===== src/rtl/pin_game_pkg.sv =====
// Shared types and constants for the PIN guessing game controller.
package pin_game_pkg;

  typedef enum logic [2:0] {
    IDLE    = 3'd0,
    GEN     = 3'd1,
    ENTRY   = 3'd2,
    CHECK   = 3'd3,
    CLEAR   = 3'd4,
    WIN     = 3'd5,
    LOCKOUT = 3'd6
  } state_e;

  localparam logic [3:0]  DIGIT_MAX  = 4'd9;
  localparam logic [15:0] LFSR_TAPS  = 16'hB400;
  localparam int          NUM_DIGITS = 4;

  // Lowest digit position whose match flag is clear; 0 when every digit matches.
  function automatic logic [1:0] first_wrong(input logic [3:0] match);
    first_wrong = 2'd0;
    for (int i = NUM_DIGITS - 1; i >= 0; i--) begin
      if (!match[i]) first_wrong = 2'(i);
    end
  endfunction

endpackage


===== src/rtl/pin_game_controller_lfsr16.sv =====
// Free-running 16-bit Fibonacci LFSR (taps 16,14,13,11) used as the secret digit source.
module lfsr16 #(
  parameter logic [15:0] SEED = 16'hACE1
) (
  input  logic        clock,
  input  logic        reset,
  output logic [15:0] q
);
  import pin_game_pkg::*;

  logic [15:0] lfsr_q;
  logic [15:0] lfsr_d;

  // Shift left every cycle, feeding back the XOR of the tapped bits.
  always_comb begin
    lfsr_d = {lfsr_q[14:0], ^(lfsr_q & LFSR_TAPS)};
  end

  // State register; a nonzero seed keeps the sequence out of the all-zero lock-up state.
  always_ff @(posedge clock or negedge reset) begin
    if (!reset) lfsr_q <= SEED;
    else        lfsr_q <= lfsr_d;
  end

  assign q = lfsr_q;

endmodule


===== src/rtl/pin_game_controller.sv =====
// Sequencing controller for the 4-digit PIN guessing datapath: secret generation,
// guess entry, check rounds, attempt counting and timed lockout.
module pin_game_controller #(
  parameter int          MAX_ATTEMPTS   = 8,
  parameter int          LOCKOUT_CYCLES = 1000,
  parameter logic [15:0] LFSR_SEED      = 16'hACE1
) (
  input  logic       clock,
  input  logic       reset,
  input  logic       start,
  input  logic       btn_left,
  input  logic       btn_right,
  input  logic       btn_enter,
  input  logic       btn_check,
  input  logic [3:0] digit_in,
  input  logic [3:0] digit_match,
  input  logic       all_correct,
  output logic       guess_wr_en,
  output logic       guess_clear_all,
  output logic       guess_clear_wrong,
  output logic [1:0] reg_sel,
  output logic       secret_wr_en,
  output logic [1:0] secret_sel,
  output logic [3:0] secret_digit,
  output logic [1:0] cursor,
  output logic [3:0] attempts_left,
  output logic       won,
  output logic       lost
);
  import pin_game_pkg::*;

  localparam int              LOCK_W        = $clog2(LOCKOUT_CYCLES + 1);
  localparam logic [LOCK_W-1:0] LOCK_MAX    = LOCK_W'(LOCKOUT_CYCLES);
  localparam logic [3:0]      ATTEMPTS_INIT = 4'(MAX_ATTEMPTS);

  state_e            state_q, state_d;
  logic [1:0]        cursor_q, cursor_d;
  logic [3:0]        attempts_q, attempts_d;
  logic [1:0]        gen_idx_q, gen_idx_d;
  logic              gen_first_q, gen_first_d;
  logic [LOCK_W-1:0] lock_cnt_q, lock_cnt_d;
  logic [4:0]        btn_q, btn_d;

  logic [4:0]  btn_pulse;
  logic        start_p, left_p, right_p, enter_p, check_p;
  logic        new_game;
  logic [15:0] lfsr;
  logic        lfsr_unused;

  lfsr16 #(.SEED(LFSR_SEED)) u_lfsr (
    .clock (clock),
    .reset (reset),
    .q     (lfsr)
  );

  // Only the low nibble becomes a digit; the rest just carries the sequence.
  assign lfsr_unused = ^lfsr[15:4];

  // Rising-edge detection: a held button produces one pulse.
  always_comb begin
    btn_d     = {btn_check, btn_enter, btn_right, btn_left, start};
    btn_pulse = btn_d & ~btn_q;
    start_p   = btn_pulse[0];
    left_p    = btn_pulse[1];
    right_p   = btn_pulse[2];
    enter_p   = btn_pulse[3];
    check_p   = btn_pulse[4];
  end

  // Next-state and strobe logic; strobes fire in the same cycle as the causing pulse.
  always_comb begin
    state_d           = state_q;
    cursor_d          = cursor_q;
    attempts_d        = attempts_q;
    gen_idx_d         = gen_idx_q;
    gen_first_d       = gen_first_q;
    lock_cnt_d        = lock_cnt_q;
    guess_wr_en       = 1'b0;
    guess_clear_all   = 1'b0;
    guess_clear_wrong = 1'b0;
    secret_wr_en      = 1'b0;
    secret_digit      = 4'd0;
    new_game          = 1'b0;

    case (state_q)
      IDLE: begin
        if (start_p) new_game = 1'b1;
      end
      GEN: begin
        guess_clear_all = gen_first_q;
        gen_first_d     = 1'b0;
        if (lfsr[3:0] <= DIGIT_MAX) begin
          secret_wr_en = 1'b1;
          secret_digit = lfsr[3:0];
          gen_idx_d    = gen_idx_q + 2'd1;
          if (gen_idx_q == 2'd3) state_d = ENTRY;
        end
      end
      ENTRY: begin
        if (check_p) begin
          state_d = CHECK;
        end else if (enter_p) begin
          if (digit_in <= DIGIT_MAX) guess_wr_en = 1'b1;
        end else if (right_p && !left_p) begin
          if (cursor_q != 2'd3) cursor_d = cursor_q + 2'd1;
        end else if (left_p && !right_p) begin
          if (cursor_q != 2'd0) cursor_d = cursor_q - 2'd1;
        end
      end
      CHECK: begin
        if (all_correct) begin
          state_d = WIN;
        end else if (attempts_q <= 4'd1) begin
          attempts_d = 4'd0;
          lock_cnt_d = '0;
          state_d    = LOCKOUT;
        end else begin
          attempts_d = attempts_q - 4'd1;
          state_d    = CLEAR;
        end
      end
      CLEAR: begin
        guess_clear_wrong = 1'b1;
        cursor_d          = first_wrong(digit_match);
        state_d           = ENTRY;
      end
      WIN: begin
        if (start_p) new_game = 1'b1;
      end
      LOCKOUT: begin
        attempts_d = 4'd0;
        if (lock_cnt_q != LOCK_MAX) lock_cnt_d = lock_cnt_q + LOCK_W'(1);
        else if (start_p)           new_game   = 1'b1;
      end
      default: state_d = IDLE;
    endcase

    if (new_game) begin
      state_d     = GEN;
      attempts_d  = ATTEMPTS_INIT;
      cursor_d    = 2'd0;
      gen_idx_d   = 2'd0;
      gen_first_d = 1'b1;
    end
  end

  // Controller registers; reset abandons any game in progress.
  always_ff @(posedge clock or negedge reset) begin
    if (!reset) begin
      state_q     <= IDLE;
      cursor_q    <= 2'd0;
      attempts_q  <= 4'd0;
      gen_idx_q   <= 2'd0;
      gen_first_q <= 1'b0;
      lock_cnt_q  <= '0;
      btn_q       <= 5'd0;
    end else begin
      state_q     <= state_d;
      cursor_q    <= cursor_d;
      attempts_q  <= attempts_d;
      gen_idx_q   <= gen_idx_d;
      gen_first_q <= gen_first_d;
      lock_cnt_q  <= lock_cnt_d;
      btn_q       <= btn_d;
    end
  end

  assign reg_sel       = cursor_q;
  assign cursor        = cursor_q;
  assign secret_sel    = gen_idx_q;
  assign attempts_left = attempts_q;
  assign won           = (state_q == WIN);
  assign lost          = (state_q == LOCKOUT);

endmodule


===== config.mk =====
export PLATFORM = sky130hd
export DESIGN_NAME = pin_game_controller
export DESIGN_NICKNAME = d
export VERILOG_FILES = /design/src/rtl/pin_game_pkg.sv /design/src/rtl/pin_game_controller_lfsr16.sv /design/src/rtl/pin_game_controller.sv
export SDC_FILE = /design/constraint.sdc
export NUM_CORES = 1
export LEC_CHECK = 0
export ABC_CLOCK_PERIOD_IN_PS = 2160
export CAP_MARGIN = 20
export CELL_PAD_IN_SITES_DETAIL_PLACEMENT = 0
export CELL_PAD_IN_SITES_GLOBAL_PLACEMENT = 1
export CORE_ASPECT_RATIO = 1.4
export CORE_UTILIZATION = 41
export CTS_CLUSTER_SIZE = 8
export DETAILED_ROUTE_END_ITERATION = 8
export HOLD_SLACK_MARGIN = 0.08
export PLACE_DENSITY_LB_ADDON = 0.15
export SYNTH_ARGS = -nofsm -noshare
export SYNTH_HDL_FRONTEND = slang
export SYNTH_SLANG_ARGS = --single-unit

===== constraint.sdc =====
create_clock -name clock -period 2.16 [get_ports clock]
set_input_delay 0.324 -clock clock [delete_from_list [all_inputs] [get_ports clock]]
set_output_delay 0.324 -clock clock [all_outputs]
set_load 0.03 [all_outputs]

==> results.ini <==
[timing]
fmax_ghz = 0.487
slew_headroom = 0.628
slew_viol_final = 0
min_period_over_period = 0.951
worst_pin_slew_ns = 0.558
period_needed_ns = 2.05
rsz0062_at_grt = false
setup_tns_ns = 0
finalSetupViolations = 0
clock-skew-final_ns = 0.00579
whs_ns = 0.358
finalHoldViolations = 0

[synth]
syn_area_sq_um = 2110
ys_ff_latch = 43
ys_seq_area_frac = 0.514
syn_inst = 204
avgSynthCellArea_sq_um = 10.4
yosys_warnings = 0
yosys_most_used_dff = dfrtp_1
syn_nets = 225
synth_edf_count = 0
async_flop_share = 1.00
ys_types = 51

[floorplan]
ioPinCount = 36
dieArea_sq_um = 5450
initial_core_util = 0.430
coreArea_sq_um = 4920
fp.dieH_um = 86.9
die_x_um = 62.7
std_cell_rows = 30

[worst_setup_path]
crit_type = flip-flop to primary output
crit_arrival_ns = 1.73
cp-end-kind = primary output
crit_fanout = 9
r2r-start = attempts_left[1]
cp-startpoint = state_q[1]
start_kind = flip-flop
cp.required_ns = 1.84

[clocking]
cts_buffers = 5
cts_tree = done
clockRootBuffer = clkbuf_8
cts_sinks = 43
h-tree-depth = 2
clockBufferDepth = 2
clk_pin_slew_ns = 0.08
clk_latency_ns = 0.29

[global_routing]
grt_max_degree = 25
grt_pass1_vias = 1723
grt_overflow = 0
grt_pass1_wl_um = 7680
antenna_found_initial = 0
grt_use_total = 0.180

[layout]
register_area_sq_um = 1090
layout_common_cells = dfrtp_1 (34), buf_4 (26), clkdlybuf4s50_1 (24), o21ai_0 (14)
n_antenna_cell = 0
fill_cells = 471
fin_util = 0.550
multi_input_area_sq_um = 952
fin_nets = 276
drive_above_1_share = 0.211
final_cell_area_sq_um = 2710
layout_commonest_cell = dfrtp_1
syn_to_final_growth_pct = 28.0
layout.cells.non_filler = 320

[run_status]
status = finished clean

[route]
drtIter0Drc = 52
wire_per_inst_um = 14.5
drc = 0
first_pass_iters = 4
vias_per_cell = 5.34
routed-via-count = 1710
routed_wl_um = 4640
antenna_left = 0

[placement]
hpwlAfterDp_um = 3450
gp_congestion = 0.818
detailed_place.area_sq_um = 2570
placed_cells = 308
portBuffers = 34

[pwr]
peakVddDrop_v = 0.000536
leakagePower_nw = 1.25
p_per_area_nw_per_um2 = 1150

[job]
maxCapViolCount = 0

[hold_path]
hold_class = flip-flop to flip-flop
hold_start = u_lfsr.q[14]

[final timing paths]
path,to,slack [ns],cells past startpoint
setup reg to reg,lock_cnt_q[8],0.12,7
setup / recovery,guess_wr_en,0.11,5
min in group asynchronous,btn_q[0],0.55,2
max in group asynchronous,u_lfsr.q[7],0.95,3
hold / removal,u_lfsr.q[15],0.36,0
hold reg to reg,u_lfsr.q[15],0.36,0
[power by group]
| part | internal [mW] | switching (mW) |
|---|---|---|
| sequential | 0.942 | 0.172 |
| combinational | 0.689 | 0.827 |
| clock | 0.226 | 0.263 |
| total | 1.86 | 1.26 |
[routing by layer]
layer / up-vias / global-route usage / share of wire
met3: 4 / 0.0366 / 0.032
li1: 823 / - / -
met1: 851 / 0.199 / 0.41
met2: 32 / 0.337 / 0.55
met5: - / 0 / 0
met4: 0 / 0.0655 / 0.0082
[logic make-up (layout without fill, tap and decap cells)]
kind of cell    after synthesis  after routing  synth area share
compound gates               41             41             0.130
xor+xnor                      7              7            0.0290
fa+ha+maj                     6              6            0.0343
buf+inv                      21             72            0.0480
flops                        43             43             0.514
mux                           2              2            0.0118
simple gates                 84             85             0.233
[synthesized netlist by cell type, drive strengths merged (2+ instances only)]
library cell / n / area (sq um)
nand3: 6 / 35.0
dfrtp: 35 / 876
and2: 2 / 12.5
nor3b: 2 / 15.0
nor3: 11 / 55.1
a21oi: 9 / 48.8
buf: 9 / 56.3
nand2b: 6 / 37.5
xor2: 3 / 26.3
xnor2: 4 / 35.0
inv: 11 / 41.3
nor4: 3 / 18.8
dfstp: 8 / 210
nor2: 14 / 52.6
o21ai: 15 / 75.1
nand3b: 2 / 27.5
nand2: 13 / 48.8
a21o: 2 / 15.0
nor2b: 5 / 31.3
a31oi: 2 / 12.5
or4: 4 / 30.0
a211o: 2 / 17.5
ha: 5 / 62.6
o31ai: 3 / 22.5
nand4bb: 2 / 22.5
and3: 7 / 43.8
[through the flow]
stage / power [mW] / worst slack, ns
floorplan: 2.10 / 0.120
global placement: 2.54 / 0.116
detailed placement: 2.58 / 0.0508
CTS: 3.08 / 0.0173
global route: 3.34 / 0.00642
finish: 3.12 / 0.105
[state kept, by name, summed over array words and instances, names as in the netlist]
signal / count
cursor: 2
state_q: 3
lock_cnt_q: 10
attempts_left: 4
btn_q: 5
gen_first_q: 1
u_lfsr.q: 16
secret_sel: 2
[timing repair]
| action | 4_1_cts | 5_1_grt |
|---|---|---|
| hold buffers | 1 | 0 |
| gates cloned | 0 | 1 |
| buffers inserted | 0 | 2 |
| pin swaps | 0 | 1 |
| resized for setup | 2 | 4 |
| endpoints found under the hold margin | 18 | 0 |
| setup endpoints to repair | 2 | 7 |
[layout make-up]
type	instances	area share
tap	64	0.0296
inverter	11	0.0153
timing repair buffer	53	0.170
multi-input combinational	141	0.352
clock inverter	2	0.00463
sequential	43	0.402
clock buffer	6	0.0268
[worst max-delay path, stage by stage, from the launching register on]
cell     delay, ns
dfrtp_2       0.44
buf_4         0.18
or2b_1        0.26
nor3_2        0.19
and4b_1       0.22
buf_4         0.16
No activity file was read; power rests on OpenSTA's default activity.
